===== config.mk =====
export PLATFORM = sky130hd
export DESIGN_NAME = fetch_sequencer
export DESIGN_NICKNAME = d
export VERILOG_FILES = /design/src/rtl/fetch_sequencer.sv
export SDC_FILE = /design/constraint.sdc
export NUM_CORES = 1
export LEC_CHECK = 0
export ABC_AREA = 1
export CAP_MARGIN = 20
export CORE_ASPECT_RATIO = 2
export CORE_MARGIN = 2
export CORE_UTILIZATION = 51
export DETAILED_ROUTE_END_ITERATION = 8
export PLACE_DENSITY = 0.79
export SKIP_CTS_REPAIR_TIMING = 1
export SLEW_MARGIN = 20
export SYNTH_ARGS = -nofsm -noshare
export SYNTH_HDL_FRONTEND = slang
export SYNTH_SLANG_ARGS = --single-unit

===== constraint.sdc =====
create_clock -name clk -period 3.9 [get_ports clk]
set_clock_uncertainty 0.1 [all_clocks]
set_input_delay 0.585 -clock clk [delete_from_list [all_inputs] [get_ports clk]]
set_output_delay 0.585 -clock clk [all_outputs]
set_load 0.03 [all_outputs]

===== src/rtl/fetch_sequencer.sv =====
// fetch_sequencer
//   Instruction-fetch controller between instruction memory and decode.
//   Owns the PC, presents it as a byte address to a combinational-read
//   memory, captures each fetched word with its PC into a small FIFO and
//   hands the head entry to decode over a valid/ready handshake.
//   Stops on HALT_WORD, raises an exception on a misaligned or
//   out-of-range fetch, and supports branch redirect with buffer flush.
//
// Ports
//   clk          rising-edge clock
//   rst          asynchronous active-low reset
//   start        one-cycle pulse, leaves IDLE
//   imem_addr    byte address to instruction memory (== pc)
//   imem_data    combinational read data for imem_addr
//   inst         buffer head instruction (holds last value when empty)
//   inst_pc      byte address of inst
//   inst_valid   buffer non-empty
//   inst_ready   decode accepts the head entry this cycle
//   redirect     branch taken: flush and refetch from redirect_pc
//   redirect_pc  redirect target (byte address)
//   halted       halt word reached and buffer drained
//   exc          bad fetch address reached and buffer drained
//   exc_pc       offending fetch address
//
// Optional build macro FETCH_PERF_EN adds saturating 16-bit counters
//   fetch_cnt    pushes into the buffer
//   stall_cnt    RUN cycles with a good address but no buffer space

module fetch_sequencer #(
    parameter int unsigned            ADDR_WIDTH = 16,
    parameter int unsigned            DATA_WIDTH = 16,
    parameter int unsigned            MEM_SIZE   = 26,
    parameter logic [ADDR_WIDTH-1:0]  RESET_PC   = '0,
    parameter logic [DATA_WIDTH-1:0]  HALT_WORD  = 16'hEFFF,
    parameter int unsigned            BUF_DEPTH  = 2
) (
    input  logic                  clk,
    input  logic                  rst,
    input  logic                  start,
    output logic [ADDR_WIDTH-1:0] imem_addr,
    input  logic [DATA_WIDTH-1:0] imem_data,
    output logic [DATA_WIDTH-1:0] inst,
    output logic [ADDR_WIDTH-1:0] inst_pc,
    output logic                  inst_valid,
    input  logic                  inst_ready,
    input  logic                  redirect,
    input  logic [ADDR_WIDTH-1:0] redirect_pc,
    output logic                  halted,
    output logic                  exc,
    output logic [ADDR_WIDTH-1:0] exc_pc
`ifdef FETCH_PERF_EN
    ,
    output logic [15:0]           fetch_cnt,
    output logic [15:0]           stall_cnt
`endif
);

    localparam int unsigned         PTR_W     = $clog2(BUF_DEPTH);
    localparam logic [PTR_W:0]      DEPTH     = (PTR_W+1)'(BUF_DEPTH);
    localparam logic [PTR_W:0]      ONE_ENTRY = (PTR_W+1)'(1);
    localparam logic [ADDR_WIDTH:0] MEM_WORDS = (ADDR_WIDTH+1)'(MEM_SIZE);

    typedef enum logic [2:0] {
        IDLE, RUN, DRAIN_HALT, DRAIN_EXC, HALT, EXC
    } state_t;

    state_t state, next_state;

    logic [DATA_WIDTH-1:0] buf_data [BUF_DEPTH];
    logic [ADDR_WIDTH-1:0] buf_pc   [BUF_DEPTH];
    logic [PTR_W-1:0]      wr_ptr, rd_ptr;
    logic [PTR_W:0]        count;
    logic [ADDR_WIDTH-1:0] pc;
    logic [DATA_WIDTH-1:0] hold_inst;
    logic [ADDR_WIDTH-1:0] hold_pc;

    logic in_run, draining, flush, accept, pop, space, bad, halt_hit;
    logic push, capture_exc, drained;

    // Fetch/handshake decode shared by next-state and datapath
    always_comb begin
        in_run      = (state == RUN);
        draining    = (state == DRAIN_HALT) || (state == DRAIN_EXC);
        flush       = redirect && (in_run || draining);
        accept      = inst_valid && inst_ready;
        // a redirect discards the same-cycle pop along with everything else
        pop         = accept && !flush;
        space       = (count < DEPTH) || accept;
        bad         = pc[0] || ({1'b0, pc >> 1} >= MEM_WORDS);
        halt_hit    = (imem_data == HALT_WORD);
        push        = in_run && !flush && !bad && space && !halt_hit;
        capture_exc = in_run && !flush && bad;
        drained     = (count == '0) || ((count == ONE_ENTRY) && pop);
    end

    // State register
    always_ff @(posedge clk or negedge rst) begin
        if (!rst) state <= IDLE;
        else      state <= next_state;
    end

    // Next-state logic
    always_comb begin
        next_state = state;
        case (state)
            IDLE: if (start) next_state = RUN;
            RUN: begin
                if (flush)                 next_state = RUN;
                else if (bad)              next_state = DRAIN_EXC;
                else if (space && halt_hit) next_state = DRAIN_HALT;
            end
            DRAIN_HALT: begin
                if (flush)        next_state = RUN;
                else if (drained) next_state = HALT;
            end
            DRAIN_EXC: begin
                if (flush)        next_state = RUN;
                else if (drained) next_state = EXC;
            end
            HALT:    next_state = HALT;
            EXC:     next_state = EXC;
            default: next_state = IDLE;
        endcase
    end

    // Outputs
    always_comb begin
        imem_addr  = pc;
        inst_valid = (count != '0);
        inst       = inst_valid ? buf_data[rd_ptr] : hold_inst;
        inst_pc    = inst_valid ? buf_pc[rd_ptr]   : hold_pc;
        halted     = (state == HALT);
        exc        = (state == EXC);
    end

    // Buffer storage needs no reset: inst_valid qualifies every read
    always_ff @(posedge clk) begin
        if (push) begin
            buf_data[wr_ptr] <= imem_data;
            buf_pc[wr_ptr]   <= pc;
        end
    end

    // PC, buffer pointers, exception address, held head
    always_ff @(posedge clk or negedge rst) begin
        if (!rst) begin
            pc        <= RESET_PC;
            exc_pc    <= '0;
            wr_ptr    <= '0;
            rd_ptr    <= '0;
            count     <= '0;
            hold_inst <= '0;
            hold_pc   <= '0;
        end else begin
            // track the visible head so inst/inst_pc freeze once empty
            if (inst_valid) begin
                hold_inst <= buf_data[rd_ptr];
                hold_pc   <= buf_pc[rd_ptr];
            end
            if (flush || (state == IDLE && redirect)) pc <= redirect_pc;
            else if (push)                            pc <= pc + ADDR_WIDTH'(2);
            if (capture_exc) exc_pc <= pc;
            if (flush) begin
                wr_ptr <= '0;
                rd_ptr <= '0;
                count  <= '0;
            end else begin
                if (push) wr_ptr <= wr_ptr + 1'b1;
                if (pop)  rd_ptr <= rd_ptr + 1'b1;
                case ({push, pop})
                    2'b10:   count <= count + 1'b1;
                    2'b01:   count <= count - 1'b1;
                    default: count <= count;
                endcase
            end
        end
    end

`ifdef FETCH_PERF_EN
    logic stall;

    always_comb stall = in_run && !space && !bad;

    always_ff @(posedge clk or negedge rst) begin
        if (!rst) begin
            fetch_cnt <= '0;
            stall_cnt <= '0;
        end else begin
            if (push && fetch_cnt != '1)  fetch_cnt <= fetch_cnt + 1'b1;
            if (stall && stall_cnt != '1) stall_cnt <= stall_cnt + 1'b1;
        end
    end
`else
    // counters not built
`endif

endmodule


==> flow_summary.yaml, run 1 <==
floorplanning:
  rows: 52
  num_io_pins: 104
  start_util: 0.524
  die_x_um: 76.2
  die_h_um: 148
  dieArea_um2: 11300
  coreArea_um2: 10100
detailed_routing:
  postRouteAntennaNets: 0
  drt_wl_total_um: 12200
  dr.pass1.iters: 5
  post-route-drc-count: 0
  routed_via_density: 5.22
  avgRoutedWirePerCell_um: 16.5
  drtIter0Drc: 191
  vias: 3866
global_routing:
  met2_usage: 0.443
  met3_usage: 0.0595
  grt_antenna_before_repair: 0
  grt_busiest_layer: "met2"
  grt_use_total: 0.232
  overflow: 0
  grt_first_pass_wirelength_um: 20000
  grt_pass1_vias: 4111
  grt_max_degree: 72
  use_met1: 0.235
sta:
  rsz0062_at_grt: "no"
  worst_slew_pin_slew_ps: 911
  hold_viol_final: 0
  fmax_mhz: 298
  setup_violations: 0
  layout_worst_path_cycle_share: 0.859
  slew_viol_final: 0
  post-route-min-period_ps: 3350
  finalSetupTns_ps: 0
  slew_headroom: 0.392
yosys:
  synthesis.area_um2: 5320
  ys_seq_area_frac: 0.695
  synth_top_family_by_area: "simple AND/OR/NAND/NOR gates"
  syn_area_per_cell_um2: 11.0
  synth_mux_area_frac: 0
  synth_warnings: 0
  synthCells: 484
  ys_seq_elements: 135
  synthAdderAreaFrac: 0.00941
  yosysUniqueCellTypes: 30
  synthXorXnorAreaFrac: 0
  synth_fp_nets: 525
  synthSimpleGateAreaFrac: 0.137
  synth_compound_area_frac: 0.113
run_status:
  status: "complete, no violations"
power:
  switching_share: 0.353
  p_switching_mw: 1.78
  power.share.clock: 0.308
  power-per-cell-area_nw_per_um2: 712
  p_leak_nw: 2.75
  p_int_mw: 3.26
  p_comb_frac: 0.351
  max-vdd-ir-drop_mv: 0.476
  p_seq_frac: 0.340
clocking:
  insertion_delay_ps: 410
  cts_buffers: 17
  max-clock-path-buffers: 2
  htree_levels: 4
  cts.reportedPaths.clkPinSlew_ps: 60
  tritoncts: "built"
  root_buffer: "clkbuf_16"
  cts.sinks: 135
setup_path:
  critPathKind: "flop to output pin"
  required_ps: 3210
  startpoint_type: "flop"
  path_max_fanout: 35
  cp.arrival_ps: 2670
  end_kind: "output pin"
finish:
  most-common-layout-cells: "clkdlybuf4s50_1 (102), nand2_1 (101), dfrtp_1 (71), a21oi_1 (66), edfxtp_1 (64)"
  n_antenna_cell: 0
  drive_gt1_frac: 0.114
  areaGrowthSynthToFinish_pct: 32.9
  register_area_um2: 3700
  multi_input_area_um2: 1400
  fin_util: 0.697
  fin_nets: 634
  n_fill_cell: 769
  layout.cells.most_common: "clkdlybuf4s50_1"
worst_hold_path:
  hp-class: "primary input to async pin"
flow_run:
  maxCapViolCount: 0
placed_design:
  globalplace.congestion: 0.774
  portBuffers: 103
  dpl.hpwl_um: 8280
-- per-layer routing --
layer	share of wire	vias to the layer above
met5	0	-
met4	0.013	0
met3	0.035	16
met2	0.59	99
met1	0.36	1912
li1	-	1839
-- registers in the layout (all words and copies together) (netlist names) --
register,flops
hold_pc,16
hold_inst,16
state,3
count,2
rd_ptr,1
imem_addr,16
wr_ptr,1
buf_data,32
buf_pc,32
exc_pc,16
-- metrics by stage --
step           setup slack, ps  total power [mW]  instances  area [µm²]  hold slack (ps)
5_1_grt                    400              5.27        741        7070              272
3_3_place_gp              1000              3.45        709        6490              371
3_5_place_dp               957              3.51        709        6490              383
2_1_floorplan              536              2.79        484        5320              189
4_1_cts                    510              5.08        741        7070              235
6_report                   549              5.04        741        7070              181
-- critical path, stage by stage, from the launching register on --
cell	delay (ps)
dfrtp_1	390
inv_1	70
ha_1	210
buf_4	200
inv_4	310
nor2_1	80
a21oi_1	260
clkdlybuf4s50_1	740
-- power groups by stage --
stage,Combinational [mW],Clock [mW],Sequential [mW]
finish,1.77,1.55,1.71
global route,1.90,1.64,1.73
floorplan,1.07,0,1.72
global placement,1.72,0,1.73
detailed placement,1.77,0,1.74
CTS,1.78,1.58,1.72
-- cell usage after synthesis, drive strengths merged --
cell	n	share of area
buf	5	0.0071
o31ai	1	0.0014
or2	2	0.0024
a21oi	66	0.062
clkinv	1	0.00070
dfrtp	71	0.33
nand3	6	0.0066
nand2	106	0.078
inv	37	0.027
o21ai	45	0.049
ha	4	0.0094
clkbuf	15	0.011
nand3b	1	0.0014
nor3	3	0.0049
nor2	55	0.042
edfxtp	64	0.36
nand4	2	0.0024
-- layout make-up --
class / count / share of cell area
well taps: 135 / 0.0239
repair buffers: 110 / 0.153
flip-flops and latches: 135 / 0.523
clock buffers: 20 / 0.0646
clock inverters: 12 / 0.0179
multi-input cells: 291 / 0.197
inverters: 38 / 0.0205
-- final timing paths --
| path | from | end | slack [ps] | depth (start not counted) |
|---|---|---|---|---|
| setup / recovery | count[0] | inst_pc[12] | 550 | 7 |
| hold / removal | rst | imem_addr[3] | 180 | 1 |
| setup reg to reg | count[0] | buf_data[1][1] | 1050 | 11 |
| hold reg to reg | exc_pc[12] | exc_pc[12] | 400 | 2 |
| max in group asynchronous | rst | rd_ptr | 2890 | 1 |
| min in group clk | exc_pc[12] | exc_pc[12] | 400 | 2 |
-- logic make-up (layout without fill, tap and decap cells) --
family / after synthesis / after routing
and+or+nand+nor: 175 / 175
DFF: 135 / 135
AOI/OAI and AO/OA: 112 / 112
adders and majority gates: 4 / 4
buffers and inverters: 58 / 180
No activity file was read; power rests on OpenSTA's default activity.
==> run 2: changes to the inputs <==
--- a/config.mk
+++ b/config.mk
@@ -10,6 +10,8 @@
 export CORE_ASPECT_RATIO = 2
 export CORE_MARGIN = 2
 export CORE_UTILIZATION = 51
+export CTS_CLUSTER_DIAMETER = 80
+export CTS_CLUSTER_SIZE = 16
 export DETAILED_ROUTE_END_ITERATION = 8
 export PLACE_DENSITY = 0.79
 export SKIP_CTS_REPAIR_TIMING = 1
==> results of run 2 <==
The final DEF is identical to that of run 1; final timing and power are the same.
==> run 3: changes to the inputs <==
--- a/config.mk
+++ b/config.mk
@@ -9,11 +9,12 @@
 export CAP_MARGIN = 20
 export CORE_ASPECT_RATIO = 2
 export CORE_MARGIN = 2
-export CORE_UTILIZATION = 51
+export CORE_UTILIZATION = 60
 export CTS_CLUSTER_DIAMETER = 80
 export CTS_CLUSTER_SIZE = 16
 export DETAILED_ROUTE_END_ITERATION = 8
-export PLACE_DENSITY = 0.79
+export DONT_BUFFER_PORTS = 1
+export PLACE_DENSITY = 0.76
 export SKIP_CTS_REPAIR_TIMING = 1
 export SLEW_MARGIN = 20
 export SYNTH_ARGS = -nofsm -noshare
==> flow_summary.yaml, run 3 (synthesized netlist as in run 1, its figures left out) <==
global_routing:
  grt_max_degree: 72
  grt_use_total: 0.245
  grt_pass1_vias: 3542
  grt_antenna_before_repair: 0
  overflow: 0
  grt_first_pass_wirelength_um: 17700
power:
  p_seq_frac: 0.385
  p_int_mw: 2.76
  power.share.clock: 0.325
  p_switching_mw: 1.68
  p_leak_nw: 2.31
  power-per-cell-area_nw_per_um2: 741
  p_comb_frac: 0.289
  switching_share: 0.378
  max-vdd-ir-drop_mv: 0.455
  power_mw: 4.44
finish:
  n_fill_cell: 643
  register_area_um2: 3700
  drive_gt1_frac: 0.129
  finalInstanceArea_um2: 5990
  fin_nets: 532
  most-common-layout-cells: "nand2_1 (101), dfrtp_1 (71), a21oi_1 (66), edfxtp_1 (64), nor2_1 (49)"
  multi_input_area_um2: 1400
  layout.cells.most_common: "nand2_1"
  areaGrowthSynthToFinish_pct: 12.6
  reg_top3: "buf_data x32, buf_pc x32"
  n_antenna_cell: 0
placed_design:
  dpl.hpwl_um: 7440
  globalplace.congestion: 0.806
  portBuffers: 0
  place_ws_ps: 1030
  post_dp_cell_area_um2: 5410
sta:
  layout_worst_path_cycle_share: 0.773
  setup_violations: 0
  slew_headroom: 0.436
  fmax_mhz: 332
  slew_viol_final: 0
  finalSetupTns_ps: 0
  post-route-min-period_ps: 3010
  worst_slew_pin_slew_ps: 845
  rsz0062_at_grt: "no"
  worst_slack_ps: 886
  hold_viol_final: 0
detailed_routing:
  drtIter0Drc: 148
  postRouteAntennaNets: 0
  post-route-drc-count: 0
  vias: 3398
  routed_via_density: 5.63
  drt_wl_total_um: 11100
  dr.pass1.iters: 4
  avgRoutedWirePerCell_um: 18.4
clocking:
  insertion_delay_ps: 410
  tritoncts: "built"
  cts.sinks: 135
  cts.reportedPaths.clkPinSlew_ps: 60
  root_buffer: "clkbuf_16"
  max-clock-path-buffers: 2
  htree_levels: 4
  cts_buffers: 17
run_status:
  status: "complete, no violations"
worst_hold_path:
  hp-start: "imem_data[4]"
  hp-class: "primary input to flop"
setup_path:
  required_ps: 3210
  startpoint_type: "flop"
  critPathKind: "flop to output pin"
  cp.arrival_ps: 2330
  critPathLaunch: "count[0]"
  end_kind: "output pin"
  r2r-start: "imem_addr[1]"
  path_max_fanout: 21
floorplanning:
  start_util: 0.615
  dieArea_um2: 9680
  die_h_um: 137
  num_io_pins: 104
  coreArea_um2: 8650
  rows: 48
  die_x_um: 70.6
flow_run:
  maxCapViolCount: 0
[run 3: cell types whose count changed in the layout (fill, tap and decap cells not counted)]
cell / previous run / this run
buf_4: 8 / 6
buf_16: 0 / 1
clkinv_1: 1 / 3
dlygate4sd3_1: 0 / 1
clkinv_2: 5 / 3
clkinvlp_4: 0 / 5
clkbuf_1: 1 / 2
bufinv_16: 2 / 1
clkbuf_8: 2 / 0
clkdlybuf4s50_1: 102 / 0
inv_4: 2 / 1
clkinv_4: 4 / 1
inv_6: 0 / 1
[run 3: layout make-up]
class,count,share of cell area
clock inverters,13,0.0180
clock buffers,19,0.0723
multi-input cells,291,0.233
inverters,38,0.0242
repair buffers,8,0.0138
flip-flops and latches,135,0.618
well taps,100,0.0209
[run 3: metrics by stage]
| stage | utilization | hold slack (ps) | cells |
|---|---|---|---|
| after floorplan | - | 189 | 484 |
| after global placement | 0.626 | 191 | 570 |
| after detailed placement | 0.626 | 192 | 570 |
| after CTS | 0.688 | -246 | 602 |
| after global routing | 0.692 | 146 | 604 |
| final | 0.692 | 168 | 604 |
[run 3: path summary, 6_finish.rpt]
check | endpoint | slack (ps) | cells past startpoint
worst min-delay path | buf_data[0][4] | 170 | 0
worst max-delay path | inst_pc[11] | 890 | 6
worst min register to register | count[1] | 430 | 2
worst max register to register | buf_data[0][11] | 1010 | 10
min in group asynchronous | hold_inst[9] | 650 | 2
max in group asynchronous | wr_ptr | 2750 | 2
[run 3: power by group through the flow]
stage          Clock [mW]  Sequential (mW)  Combinational, mW
2_1_floorplan           0             1.72               1.07
3_3_place_gp            0             1.73               1.24
3_5_place_dp            0             1.74               1.26
4_1_cts              1.47             1.71               1.28
5_1_grt              1.53             1.72               1.41
6_report             1.44             1.71               1.28
[run 3: critical path, stage by stage, from the launching register on]
cell and delay [ps]:
dfrtp_1 370, inv_1 70, ha_1 230, inv_4 210, buf_4 310, nor2_1 70
a21oi_1 660
[run 3: routing by layer]
| layer | up-vias | wire length, µm | GRT usage |
|---|---|---|---|
| li1 | 1623 | - | - |
| met1 | 1635 | 3930 | 0.255 |
| met2 | 126 | 6230 | 0.445 |
| met3 | 14 | 804 | 0.0920 |
| met4 | 0 | 148 | 0.0860 |
| met5 | - | 0 | 0 |
